### config.mk
export PLATFORM = sky130hd
export DESIGN_NAME = imem_streamer
export DESIGN_NICKNAME = d
export VERILOG_FILES = /design/src/rtl/imem_stream_pkg.sv /design/src/rtl/imem_streamer_buf.sv /design/src/rtl/imem_streamer.sv
export SDC_FILE = /design/constraint.sdc
export NUM_CORES = 1
export LEC_CHECK = 0
export ABC_AREA = 1
export CELL_PAD_IN_SITES_DETAIL_PLACEMENT = 0
export CELL_PAD_IN_SITES_GLOBAL_PLACEMENT = 2
export CORE_MARGIN = 1.5
export CORE_UTILIZATION = 35
export DETAILED_ROUTE_END_ITERATION = 8
export PLACE_DENSITY_LB_ADDON = 0.1
export SLEW_MARGIN = 0
export SYNTH_ARGS = -nofsm -noshare
export SYNTH_HDL_FRONTEND = slang
export SYNTH_HIERARCHICAL = 1
export SYNTH_SLANG_ARGS = --single-unit
### constraint.sdc
create_clock -name clk -period 1.8 [get_ports clk]
set_input_delay 0.45 -clock clk [delete_from_list [all_inputs] [get_ports clk]]
set_output_delay 0.45 -clock clk [all_outputs]
set_load 0.01 [all_outputs]
### src/rtl/imem_stream_pkg.sv
// Shared constants, state encoding and half-word helper for the tinysoc
// instruction-memory load streamer.
package imem_stream_pkg;

  localparam int WORDS      = 8;
  localparam int INSTR_W    = 12;
  localparam int HALF_W     = 6;
  localparam int HALF_IDX_W = $clog2(2 * WORDS);
  localparam int SLOT_W     = $clog2(WORDS);
  localparam int CNT_W      = $clog2(WORDS + 1);

  typedef enum logic [1:0] {
    ST_IDLE,
    ST_RESET,
    ST_STREAM
  } state_e;

  // The target loader expects the low half-word of each instruction first.
  function automatic logic [HALF_W-1:0] halfSelect(input logic [INSTR_W-1:0] instr,
                                                   input logic               upper);
    return upper ? instr[INSTR_W-1:HALF_W] : instr[HALF_W-1:0];
  endfunction

endpackage

### src/rtl/imem_streamer_buf.sv
// Instruction slot storage: written at the fill count, read by slot index,
// with slots not yet written since the last stream reading as zero.
module stream_buf
  import imem_stream_pkg::*;
(
  input  logic               clk_i,
  input  logic               we_i,
  input  logic [INSTR_W-1:0] wdata_i,
  input  logic [CNT_W-1:0]   count_i,
  input  logic [SLOT_W-1:0]  rd_slot_i,
  output logic [INSTR_W-1:0] rdata_o
);

  logic [INSTR_W-1:0] mem_q [WORDS];

  // Deliberately not reset: stale contents are hidden by the count mask.
  always_ff @(posedge clk_i) begin
    if (we_i) begin
      mem_q[count_i[SLOT_W-1:0]] <= wdata_i;
    end
  end

  always_comb begin
    rdata_o = '0;
    if (CNT_W'(rd_slot_i) < count_i) begin
      rdata_o = mem_q[rd_slot_i];
    end
  end

endmodule

### src/rtl/imem_streamer.sv
// Host-side transmitter: buffers instructions, pulses the target reset, then
// streams every slot as two half-words on the gapless load bus.
module imem_streamer
  import imem_stream_pkg::*;
#(
  parameter int RST_CYCLES = 2
) (
  input  logic               clk,
  input  logic               rst_n,
  input  logic               s_valid,
  output logic               s_ready,
  input  logic [INSTR_W-1:0] s_instr,
  input  logic               start,
  output logic               tgt_rst,
  output logic [HALF_W-1:0]  tgt_data,
  output logic               busy,
  output logic               done
);

  localparam int RST_W = (RST_CYCLES > 1) ? $clog2(RST_CYCLES) : 1;
  localparam logic [RST_W-1:0]      RST_LAST = RST_W'(RST_CYCLES - 1);
  localparam logic [HALF_IDX_W:0]   H_END    = (HALF_IDX_W + 1)'(2 * WORDS);
  localparam logic [CNT_W-1:0]      CNT_FULL = CNT_W'(WORDS);

  state_e              state_q;
  logic [CNT_W-1:0]    count_q;
  logic [CNT_W-1:0]    count_d;
  logic [HALF_IDX_W:0] h_q;
  logic [RST_W-1:0]    rstCnt_q;
  logic                tgt_rst_q;
  logic [HALF_W-1:0]   tgt_data_q;
  logic                s_ready_q;
  logic                busy_q;
  logic                done_q;

  logic                accept;
  logic [INSTR_W-1:0]  rdData;
  logic [HALF_W-1:0]   beat_d;

  assign accept  = (state_q == ST_IDLE) && s_valid && s_ready_q;
  assign count_d = count_q + CNT_W'(accept);
  assign beat_d  = halfSelect(rdData, h_q[0]);

  stream_buf u_buf (
    .clk_i     (clk),
    .we_i      (accept),
    .wdata_i   (s_instr),
    .count_i   (count_q),
    .rd_slot_i (h_q[HALF_IDX_W-1:1]),
    .rdata_o   (rdData)
  );

  // h_q always names the next beat to load, so the last RESET edge already
  // presents beat 0 and the target sees no idle cycle between reset and data.
  always_ff @(posedge clk or negedge rst_n) begin
    if (!rst_n) begin
      state_q    <= ST_IDLE;
      count_q    <= '0;
      h_q        <= '0;
      rstCnt_q   <= '0;
      tgt_rst_q  <= 1'b1;
      tgt_data_q <= '0;
      s_ready_q  <= 1'b0;
      busy_q     <= 1'b0;
      done_q     <= 1'b0;
    end else begin
      done_q <= 1'b0;
      case (state_q)
        ST_IDLE: begin
          count_q <= count_d;
          if (start) begin
            state_q    <= ST_RESET;
            rstCnt_q   <= '0;
            h_q        <= '0;
            tgt_rst_q  <= 1'b1;
            tgt_data_q <= '0;
            s_ready_q  <= 1'b0;
            busy_q     <= 1'b1;
          end else begin
            s_ready_q <= (count_d < CNT_FULL);
          end
        end

        ST_RESET: begin
          if (rstCnt_q == RST_LAST) begin
            state_q    <= ST_STREAM;
            tgt_rst_q  <= 1'b0;
            tgt_data_q <= beat_d;
            h_q        <= h_q + 1'b1;
          end else begin
            rstCnt_q <= rstCnt_q + 1'b1;
          end
        end

        ST_STREAM: begin
          if (h_q == H_END) begin
            state_q    <= ST_IDLE;
            count_q    <= '0;
            tgt_data_q <= '0;
            s_ready_q  <= 1'b1;
            busy_q     <= 1'b0;
            done_q     <= 1'b1;
          end else begin
            tgt_data_q <= beat_d;
            h_q        <= h_q + 1'b1;
          end
        end

        default: begin
          state_q <= ST_IDLE;
        end
      endcase
    end
  end

  assign s_ready  = s_ready_q;
  assign tgt_rst  = tgt_rst_q;
  assign tgt_data = tgt_data_q;
  assign busy     = busy_q;
  assign done     = done_q;

endmodule

==> summary.md <==
| Metric | Value |
|---|---|
| Adder-Cell Fraction of Synth Area | `about 2.7%` |
| FMAX | `between 500 and 600 MHz` |
| Reg2Reg Depth | `14` |
| Fillers | `~1.5k` |
| Most frequent cells in the layout | `195 x nand2_1, 96 x edfxtp_1, 74 x inv_1, 68 x nand3_1, 22 x buf_4` |
| HP Class | `input port to async pin` |
| Clock Skew | `around 11 ps` |
| Clock sink count | `between 100 and 150` |
| Clock network fraction of total power | `between 30% and 40%` |
| Pwr per Cell Area | `between 1500 and 2000 mW/mm²` |
| Combinational family with the most area after synthesis | `simple AND/OR/NAND/NOR gates` |
| RSZ-0062 raised after global routing | `yes` |
| ANT nets after route | `0` |
| Initial Util | `36.2%` |
| Placement Setup Slack | `-193 ps` |
| CP max FO | `25` |
| Measured slew at the worst slew-check pin | `~410 ps` |
| GR Util All Layers | `around 17%` |
| Post-Synth Simple-Gate Area | `25.8%` |
| First-pass DRT Iterations | `4` |
| CTS Buffer Depth | `2` |
| Cells after synthesis | `between 500 and 600` |
| Clock slew at reported path FFs | `about 50 ps` |
| Clk root buf | `clkbuf_16` |
| Final Hold Fails | `0` |
| Worst vdd ir | `approximately 0.7 mV` |
| Sw frac | `around a third` |
| Gr ovfl total | `0` |
| Post-DR wirelength/cell | `14.7 µm` |
| Placed Instances | `824` |
| Sequential Power Share | `32.2%` |
| Cell Rows | `45` |
| Hpwl dp | `between 8 and 9 mm` |
| Gate power share | `34.2%` |
| Cts bufs inserted | `17` |
| Total power | `10600 µW` |
| Setup TNS | `0 ps` |
| Synth Area in Compound Gates | `1.68%` |
| Die area | `~0.017 mm²` |
| Worst-Skew Late Latency | `approximately 420 ps` |
| Ant diodes | `0` |
| Critical path type | `flip-flop to flip-flop` |
| Most common cell after layout, fill and taps aside | `nand2_1` |
| Period utilization | `roughly 99%` |
| Top post-synthesis cells by area | `edfxtp_1 52%, nand2_1 13%, dfrtp_1 9.4%, nand3_1 6.1%, inv_1 5.1%` |
| Crit. End Element | `flip-flop` |
| Synth top area share | `51.7%` |
| Via count | `3831` |
| H-tree depth | `4` |
| Post-Synth XOR/XNOR Area | `0.157%` |
| Register area | `between 0.003 and 0.004 mm²` |
| 1st-iter DRT viols | `approximately 170` |
| Tmin final | `approximately 1800 ps` |
| Worst setup SP type | `flip-flop` |
| P_int | `7120 µW` |
| Slew Limit Headroom | `72.7%` |
| DR DRC count | `0` |
| CP arrival | `between 2000 and 2500 ps` |
| Status | `finished clean` |
| Vias in the first global route | `between 3k and 4k` |
| Core Area | `roughly 0.015 mm²` |
| First-pass GRT wire length | `just over 20 mm` |
| Post-synthesis mux area share | `0%` |
| WP data required | `about 2200 ps` |
| Io pins | `26` |
| Yosys top cell by area | `edfxtp_1` |
| Multi-input gate area | `between 0.0015 and 0.002 mm²` |
| Vias per inst | `approximately 4.5` |
| Final Net Count | `approximately 660` |
| Gpl congestion | `between 0.7 and 0.8` |
| Die H | `between 100 and 150 µm` |
| Max Cap Viol | `0` |
| DRT Wirelength | `about 13 mm` |
| Share of layout cells above drive strength 1 | `17.8%` |
| Area Growth Syn to Fin | `26.8%` |
| Largest net degree at the start of global routing | `26` |
| Die X | `about 130 µm` |
| Initial antenna violation count | `0` |
| Final Slew Violations | `0` |
| Synth warn | `6` |
| Post-synthesis sequential area ratio | `just over 60%` |
| Flops & latches, synth | `about 120` |
| Port bufs | `25` |
| Post-Syn Area | `around 0.0056 mm²` |
| Leak | `0.00307 µW` |
| Final non-filler cell total | `856` |
| Final Setup Violations | `0` |
| Mapped Nets | `between 600 and 700` |
| CTS tree | `done` |
| Synth Area per Inst | `9.71 µm²` |
| Cell variety after synth | `29` |
| Net Sw Power | `approximately 3500 µW` |
| Min setup slack post-route | `roughly 16 ps` |
what timing repair did:
item / in CTS / in global routing
endpoints found under the setup margin: 104 / 103
setup buffers: 0 / 1
pin swaps: 0 / 2
hold buffers: 0 / 0
resized for setup: 10 / 11
cloned: 0 / 0
critical path, cell delays in order (launching register included):
cell and delay [ps]:
dfrtp_2 410, inv_2 70, buf_12 160, buf_4 140, nand2_1 50, nand3_1 100
nand2_1 100, nand2_1 80, a21oi_1 160, nor2_1 60, nor2_1 90, nand2_1 90
nor2_2 70, nand2_1 60, nand2_1 60
registers in the layout, indices dropped and copies added (netlist names):
name,flops
busy,1
count_q,4
done,1
h_q,5
rstCnt_q,1
s_ready,1
state_q,2
tgt_data,6
tgt_rst,1
u_buf/mem_q,96
logic make-up (layout without fill, tap and decap cells):
| kind of cell | count (synthesis) | in the layout |
|---|---|---|
| compound gates | 18 | 18 |
| fa+ha+maj | 12 | 12 |
| flops | 118 | 118 |
| xor+xnor | 1 | 1 |
| buf+inv | 103 | 174 |
| simple gates | 322 | 322 |
metal layers:
metal	share of wire [%]	up-vias	global-route usage [%]	routed length, µm
met4	2.8	0	8.79	355
met3	3.8	26	3.80	474
li1	-	1969	-	-
met5	0	-	0	0
met2	49	72	27.8	6120
met1	45	1764	20.9	5620
layout make-up:
cell class                      instances  share of cell area (%)
Sequential cell                       118                    48.6
Inverter                               82                    4.39
Clock inverter                         11                    2.57
Timing Repair Buffer                   61                    9.76
Multi-Input combinational cell        353                    24.7
Tap cell                              211                    3.74
Clock buffer                           20                    6.18
power by group through the flow:
stage / Clock (µW) / Sequential (µW) / Combinational [µW]
floorplan: 0 / 3520 / 2170
global placement: 0 / 3450 / 3600
detailed placement: 0 / 3460 / 3620
CTS: 3630 / 3410 / 3660
global route: 3740 / 3440 / 4070
finish: 3570 / 3410 / 3630
stage by stage:
step | hold slack, ps | utilization [%] | cell area (µm²)
after floorplan | 154 | - | 5590
after global placement | 462 | 41.6 | 6390
after detailed placement | 465 | 41.6 | 6390
after CTS | 399 | 45.7 | 7030
after global routing | 418 | 46.0 | 7060
final | 397 | 46.0 | 7060
worst paths after layout:
kind	startpoint	to	slack [ps]
setup reg to reg	h_q[1]$_DFFE_PN0P_	tgt_data[4]$_DFFE_PN0P_	20
min in group clk	busy$_DFFE_PN0P_	busy$_DFFE_PN0P_	470
hold / removal	rst_n	done$_DFF_PN0_	400
max in group asynchronous	rst_n	tgt_rst$_DFFE_PN1P_	1120
hold reg to reg	busy$_DFFE_PN0P_	busy$_DFFE_PN0P_	470
setup / recovery	h_q[1]$_DFFE_PN0P_	tgt_data[4]$_DFFE_PN0P_	20
synth_stat cells, drive strengths merged:
cell type / n
dfstp: 1
nand3b: 1
and3: 1
o21ai: 4
ha: 12
nor2: 37
inv: 81
clkinv: 1
nand3: 69
xnor2: 1
or2: 6
dfrtp: 21
edfxtp: 96
a21oi: 14
nand4: 3
buf: 19
clkbuf: 2
nand2: 205
No activity file was read; power rests on OpenSTA's default activity.
